==> config.mk <==
export PLATFORM = sky130hd
export DESIGN_NAME = sub_16bit_seq
export DESIGN_NICKNAME = d
export VERILOG_FILES = /design/src/rtl/sub_16bit_seq.sv
export SDC_FILE = /design/constraint.sdc
export NUM_CORES = 1
export LEC_CHECK = 0
export CAP_MARGIN = 10
export CORE_MARGIN = 2
export CORE_UTILIZATION = 45
export DETAILED_ROUTE_END_ITERATION = 10
export PLACE_DENSITY = 0.8
export SKIP_CTS_REPAIR_TIMING = 1
export SYNTH_ARGS = -nofsm -noshare
export SYNTH_HDL_FRONTEND = slang
export SYNTH_SLANG_ARGS = --single-unit
==> constraint.sdc <==
create_clock -name clk -period 3.35 [get_ports clk]
set_clock_uncertainty 0.2 [all_clocks]
set_input_delay 1.005 -clock clk [delete_from_list [all_inputs] [get_ports clk]]
set_output_delay 1.005 -clock clk [all_outputs]
set_load 0.02 [all_outputs]
==> src/rtl/sub_16bit_seq.sv <==
// Digit-serial subtractor: D = A - B - Bin, DIGIT bits per clock with a registered
// borrow between digits. Operands and results move on valid/ready handshakes.
module sub_16bit_seq #(
    parameter int WIDTH = 16,
    parameter int DIGIT = 4
) (
    input  logic             clk,
    input  logic             rst,
    input  logic             in_valid,
    output logic             in_ready,
    input  logic [WIDTH-1:0] A,
    input  logic [WIDTH-1:0] B,
    input  logic             Bin,
    output logic             out_valid,
    input  logic             out_ready,
    output logic [WIDTH-1:0] D,
    output logic             Bout,
    output logic             V,
    output logic             Z
);

    localparam int NDIG = WIDTH / DIGIT;
    localparam int CW   = (NDIG > 1) ? $clog2(NDIG) : 1;

    typedef enum logic [1:0] {
        S_IDLE = 2'd0,
        S_BUSY = 2'd1,
        S_DONE = 2'd2
    } state_t;

    state_t             r_state;
    state_t             w_state_next;
    logic [WIDTH-1:0]   r_a;
    logic [WIDTH-1:0]   r_b;
    logic [WIDTH-1:0]   r_d;
    logic [CW-1:0]      r_cnt;
    logic               r_carry;
    logic               r_bout;
    logic               r_v;
    logic               r_z;

    logic [DIGIT-1:0]   w_a_dig [NDIG];
    logic [DIGIT-1:0]   w_b_dig [NDIG];
    logic [DIGIT-1:0]   w_a_cur;
    logic [DIGIT-1:0]   w_b_cur;
    logic [DIGIT:0]     w_sum;
    logic [WIDTH-1:0]   w_d_next;
    logic               w_last;
    logic               w_accept;
    logic               w_release;

    // Slice the latched operands into digits; the counter picks the active one.
    for (genvar gi = 0; gi < NDIG; gi++) begin : g_dig
        assign w_a_dig[gi] = r_a[gi*DIGIT +: DIGIT];
        assign w_b_dig[gi] = r_b[gi*DIGIT +: DIGIT];
        assign w_d_next[gi*DIGIT +: DIGIT] =
            (r_cnt == CW'(gi)) ? w_sum[DIGIT-1:0] : r_d[gi*DIGIT +: DIGIT];
    end

    assign w_a_cur   = w_a_dig[r_cnt];
    assign w_b_cur   = w_b_dig[r_cnt];
    // Subtraction as A + ~B + carry, carry being the inverted borrow.
    assign w_sum     = {1'b0, w_a_cur} + {1'b0, ~w_b_cur} + {{DIGIT{1'b0}}, r_carry};
    assign w_last    = (r_cnt == CW'(NDIG - 1));
    assign w_accept  = (r_state == S_IDLE) && in_valid;
    assign w_release = (r_state == S_DONE) && out_ready;

    always_comb begin
        w_state_next = r_state;
        case (r_state)
            S_IDLE:  if (in_valid)  w_state_next = S_BUSY;
            S_BUSY:  if (w_last)    w_state_next = S_DONE;
            S_DONE:  if (out_ready) w_state_next = S_IDLE;
            default:                w_state_next = S_IDLE;
        endcase
    end

    always_ff @(posedge clk) begin
        if (rst) begin
            r_state <= S_IDLE;
        end else begin
            r_state <= w_state_next;
        end
    end

    always_ff @(posedge clk) begin
        if (rst) begin
            r_a     <= '0;
            r_b     <= '0;
            r_d     <= '0;
            r_cnt   <= '0;
            r_carry <= 1'b0;
            r_bout  <= 1'b0;
            r_v     <= 1'b0;
            r_z     <= 1'b0;
        end else if (w_accept) begin
            r_a     <= A;
            r_b     <= B;
            r_cnt   <= '0;
            r_carry <= ~Bin;
        end else if (r_state == S_BUSY) begin
            r_d     <= w_d_next;
            r_carry <= w_sum[DIGIT];
            r_cnt   <= w_last ? '0 : r_cnt + 1'b1;
            // Flags are taken from the fully assembled difference on the final digit.
            if (w_last) begin
                r_bout <= ~w_sum[DIGIT];
                r_v    <= (r_a[WIDTH-1] ^ r_b[WIDTH-1]) & (w_d_next[WIDTH-1] ^ r_a[WIDTH-1]);
                r_z    <= (w_d_next == '0);
            end
        end else if (w_release) begin
            r_cnt <= '0;
        end
    end

    assign in_ready  = (r_state == S_IDLE);
    assign out_valid = (r_state == S_DONE);
    assign D         = r_d;
    assign Bout      = r_bout;
    assign V         = r_v;
    assign Z         = r_z;

endmodule

* After elaboration in Yosys (flattened, before gate mapping)
Index checks and enable logic that the tools add are counted.
** Operators by class
- Add/subtract/negate cells :: 3
- Order comparisons :: 1
- Equal/unequal tests :: 8
- Muxes and demuxes :: 19
- Bitwise operators :: 8
- Reductions and logical operators :: 11
** Operator list (number)
- $mux W4 :: 8
- $bmux W4 S2 :: 2
- $logic_not A16 Y1 :: 1
- $mux W2 :: 6
- $eq A2 B2 Y1 const B :: 3
- $pmux W2 S3 :: 1
- $reduce_and A3 Y1 :: 2
- $add A4 B4 Y5 :: 1
- $add A5 B1 Y5 :: 1
- $eq A2 B1 Y1 const B :: 2
- $logic_not A2 Y1 :: 2
- $ne A2 B2 Y1 const B :: 2
- $not A4 Y4 :: 1
- $reduce_bool A2 Y1 :: 2
- $ge A3 B3 Y1 const B :: 1
- $not A1 Y1 :: 3
- $not A2 Y3 :: 1
- $add A2 B1 Y2 const B :: 1
- $logic_and A1 B1 Y1 :: 2
- $mux W1 :: 2
- $ne A2 B1 Y1 const B :: 1
- $reduce_and A2 Y1 :: 1
- $reduce_or A2 Y1 :: 1
- $xor A1 B1 Y1 :: 2
- $and A1 B1 Y1 :: 1
** Storage, ports and cells
- Register bits after elaboration :: 56
- Bits of input ports :: 37

* Longest topological paths before layout
- Word-level depth :: 10
- Depth in mapped cells :: 10
- Depth with buffers taken out :: 9

* Worst setup path after synthesis
OpenSTA, ideal clock, no wires.
- Path type :: flip-flop to flip-flop
- Start point :: reg r_cnt[0]
- End point :: reg r_z (netlist: Z)
- Library setup time :: 0.084 ns
- Data arrival time :: 2.965 ns
- Data required time :: 3.066 ns
- Setup slack :: 0.101 ns
- Stages on the path, launching flop included :: 10
- Path buffers :: 1
- Period minus slack after synthesis :: 3.249 ns
- Cell sequence :: dfxtp_1 -> buf_2 -> mux4_2 -> inv_1 -> fa_1 -> inv_1 -> fa_1 -> or3b_1 -> or4_1 -> o31ai_2
** Between the ends
- Cells in the longest elaborated chain, start to end :: 9
- Elaborated cells between the ends (all ways) :: 20
** Ends and longest elaborated chain
- start: declaration :: line 36 : logic [CW-1:0] r_cnt;
- start signal: assignment :: line 104 : r_cnt <= w_last ? '0 : r_cnt + 1'b1;
- $not A2 Y3 (implied by the code) :: line 60, 61
- $bmux W4 S2 :: line 61 : assign w_b_cur = w_b_dig[r_cnt];
- $mux W4 (implied by the code) (2 in series) :: line 61
- $not A4 Y4 :: line 63 : assign w_sum = {1'b0, w_a_cur} + {1'b0, ~w_b_cur} + {{DIGIT{1'b0}}, r_carry};
- $add A4 B4 Y5 :: line 63
- $add A5 B1 Y5 :: line 63
- $mux W4 :: line 57 : (r_cnt == CW'(gi)) ? w_sum[DIGIT-1:0] : r_d[gi*DIGIT +: DIGIT];
- $logic_not A16 Y1 :: line 109 : r_z <= (w_d_next == '0);
- end signal: assignment :: line 109
- end: declaration :: line 40 : logic r_z;
Parallel ways exist; a longest one is shown, timed or not. The select of a mux whose other input is x is not followed.
A chain may end at the register's enable or synchronous reset.

* Worst setup path in the final report
Same ends and word-level chain as after synthesis.

==> results by group <==
Setup path
  – Worst r2r path cells: 8
  – CP Class: reg -> reg
  – Critical path's slowest cell: fa_1
  – WP data arrival: 3.15 ns
  – Critical-path cell list: mux4_2 -> inv_1 -> fa_1 -> inv_1 -> fa_1 -> or3b_1 -> or4_1 -> o31ai_2
  – Worst EP required: 3.37 ns
  – Worst path max stage delay: 0.59 ns
  – CP max FO: 6
  – CP Capture Type: flop
  – CP startpoint kind: flop

Worst hold path
  – HP Class: reg -> reg
  – Hold Crit Depth: 2

Clock tree
  – CTS buffer count: 5
  – Max Root-Sink Buffers: 2
  – Clk_lat worst skew: ~0.3 ns
  – Root buffer cell: clkbuf_8
  – Clock slew at reported path FFs: approximately 0.090 ns
  – Clock Sinks: 56
  – H-tree depth: 2
  – TritonCTS clock tree: done

Floorplanning
  – Starting Density: 45.88%
  – Die X: 78.24 um
  – Row count: 27
  – Die Span Y: 78.24 um
  – Die area: 0.006121 sq mm
  – IO Count: 58
  – Core region area: 0.005405 sq mm

Timing
  – Max Slew Vio Count: 0
  – Fin crit share: 93.42%
  – Highest clock rate: about 320 MHz
  – RSZ-0062 raised after global routing: false
  – Final setup fails: 0
  – Worst-Margin Slew: about 0.56 ns
  – Min Tclk post-route: between 3 and 4 ns
  – Max-slew headroom: 62.49%
  – Final setup TNS: 0 ns
  – Fin. Hold Viols: 0

Layout
  – # diodes: 0
  – Layout net count: 397
  – FILL cells: 504
  – Most common cell after layout, fill and taps aside: nand2_1
  – Layout cells sized above 1: 7.670%
  – Finished Layout Cells: 424
  – Layout area overhead: 29.97%
  – Commonest non-fill, non-tap cells in the layout: nand2_1 (77), clkdlybuf4s50_1 (56), dfxtp_1 (55)

Detailed routing
  – DRT antenna net count: 0
  – Via density per instance: around 5.1
  – Total Routed Length: 5468 um
  – Post-DR wirelength/cell: 12.90 um
  – Initial DRC count: just over 100
  – Pre-Repair DR Iteration Count: 4
  – Via count: 2,158
  – # DRC: 0

Place
  – IO Port Bufs: 57
  – Hpwl dp: 4120 um
  – Placer Congestion: roughly 0.89
  – Dpl cells: 416

Global routing
  – Initial antenna violation count: 0
  – Vias in the first global route: 2,010
  – Largest net degree at the start of global routing: 58
  – All-Layer GR Usage: 18.82%
  – GRT overflow: 0
  – First-pass GRT wire length: 9163 um

Synthesis
  – Synth top area cells: dfxtp_1 (45%), nand2_1 (12%), a21oi_1 (10%)
  – Cell area after synthesis: between 0.002 and 0.0025 sq mm
  – Unique cell type count in the Yosys netlist: 34
  – Area leader, netlist: dfxtp_1
  – Syn. warnings: 0
  – Synth Area per Inst: 8.435 sq um
  – #FFs+latches synth: 56
  – Register area share after synthesis: 45.21%
  – Syn nets: 340
  – Mapped Cells: 294
  – Top cell type's share of synthesized area: 45.21%

Job
  – Max Cap Viol: 0

Pwr
  – Power density over cell area: roughly 420 mW/mm^2
  – Peak VDD IR: roughly 0.24 mV
  – LEAKAGE: 0.001162 uW

Run status
  – Outcome: completed
## layout make-up
type / instances / area (sq um) / share of cell area, %
Multi-Input combinational cell: 214 / 1266 / 39.29
Sequential cell: 56 / 1122 / 34.82
Timing Repair Buffer: 65 / 625.6 / 19.41
Tap cell: 72 / 90.09 / 2.795
Clock buffer: 7 / 76.32 / 2.368
Inverter: 9 / 33.78 / 1.048
Clock inverter: 1 / 8.758 / 0.2717
## per-layer routing
| metal | vias to the layer above | GRT usage, % | routed length (um) |
|---|---|---|---|
| li1 | 1113 | - | - |
| met1 | 975 | 23.22 | 2498 |
| met2 | 62 | 33.19 | 2663 |
| met3 | 8 | 4.253 | 242 |
| met4 | 0 | 4.912 | 63 |
| met5 | - | 0 | 0 |
## worst paths after layout
kind / start / to / slack, ns
min: D[12]$_SDFFE_PP0P_ / D[12]$_SDFFE_PP0P_ / 0.26
max reg2reg: r_cnt[0]$_SDFFE_PP0P_ / Z$_SDFFE_PP0P_ / 0.22
min reg2reg: D[12]$_SDFFE_PP0P_ / D[12]$_SDFFE_PP0P_ / 0.26
max: r_cnt[0]$_SDFFE_PP0P_ / Z$_SDFFE_PP0P_ / 0.22
## cells in the mapped netlist
cell type	n
nor3b_1	1
xor2_2	1
or4b_1	1
and3b_1	1
a21boi_1	1
buf_2	2
nor3_1	2
a311oi_1	1
ha_1	7
o221ai_2	1
buf_1	2
nor2b_1	4
nor4_1	2
inv_1	9
o21ai_0	4
nand3b_1	6
o41ai_1	1
fa_1	2
nand2b_1	2
clkbuf_1	11
o31ai_2	1
nand2_1	77
mux4_2	8
and3_1	1
and2b_1	1
a211oi_1	2
or3b_1	1
or3_1	5
nor2_1	23
nand3_1	5
a21oi_1	51
or4_1	1
dfxtp_1	56
and2_1	1
## through the flow
stage | instance area, sq um | worst slack, ns | util, % | hold slack (ns) | total power (uW)
6_report | 3223 | 0.2203 | 59.63 | 0.2558 | 1350
3_5_place_dp | 3137 | 0.1880 | 58.03 | 0.2473 | 1008
3_3_place_gp | 3137 | 0.2441 | 58.03 | 0.2446 | 1003
4_1_cts | 3222 | 0.1567 | 59.61 | 0.2598 | 1360
2_1_floorplan | 2480 | 0.1009 | - | 0.2331 | 895.3
5_1_grt | 3223 | 0.07203 | 59.63 | 0.2780 | 1421
## power breakdown
group	leakage, uW	switching [uW]	internal (uW)	total [uW]
registers	0.000458	23.2	700	723
clock network	0.0000424	207	150	356
logic	0.000662	137	134	271
total	0.00116	367	983	1350
## worst max-delay path: cells and delay by family, from the launching register on
kind	cells	cell delay, ns
and+or+nand+nor	2	0.89
adders and majority gates	2	0.78
muxes	1	0.49
DFF	1	0.38
AOI/OAI and AO/OA	1	0.17
buffers and inverters	2	0.14
## flip-flops by register name, summed over array words and instances, names as in the netlist
signal	cells
r_cnt	2
V	1
r_a	16
r_b	16
Z	1
D	16
r_state	2
Bout	1
r_carry	1
## cell families (layout without fill, tap and decap cells)
logic type,after synthesis,count (layout),synth area share (%)
AOI/OAI and AO/OA,62,62,13.82
adders and majority gates,9,9,5.146
DFF,56,56,45.21
buffers and inverters,24,82,3.734
and+or+nand+nor,134,134,24.17
muxes,8,8,7.265
xor gates and xnor gates,1,1,0.6561
(Power assumes the default switching activity.)
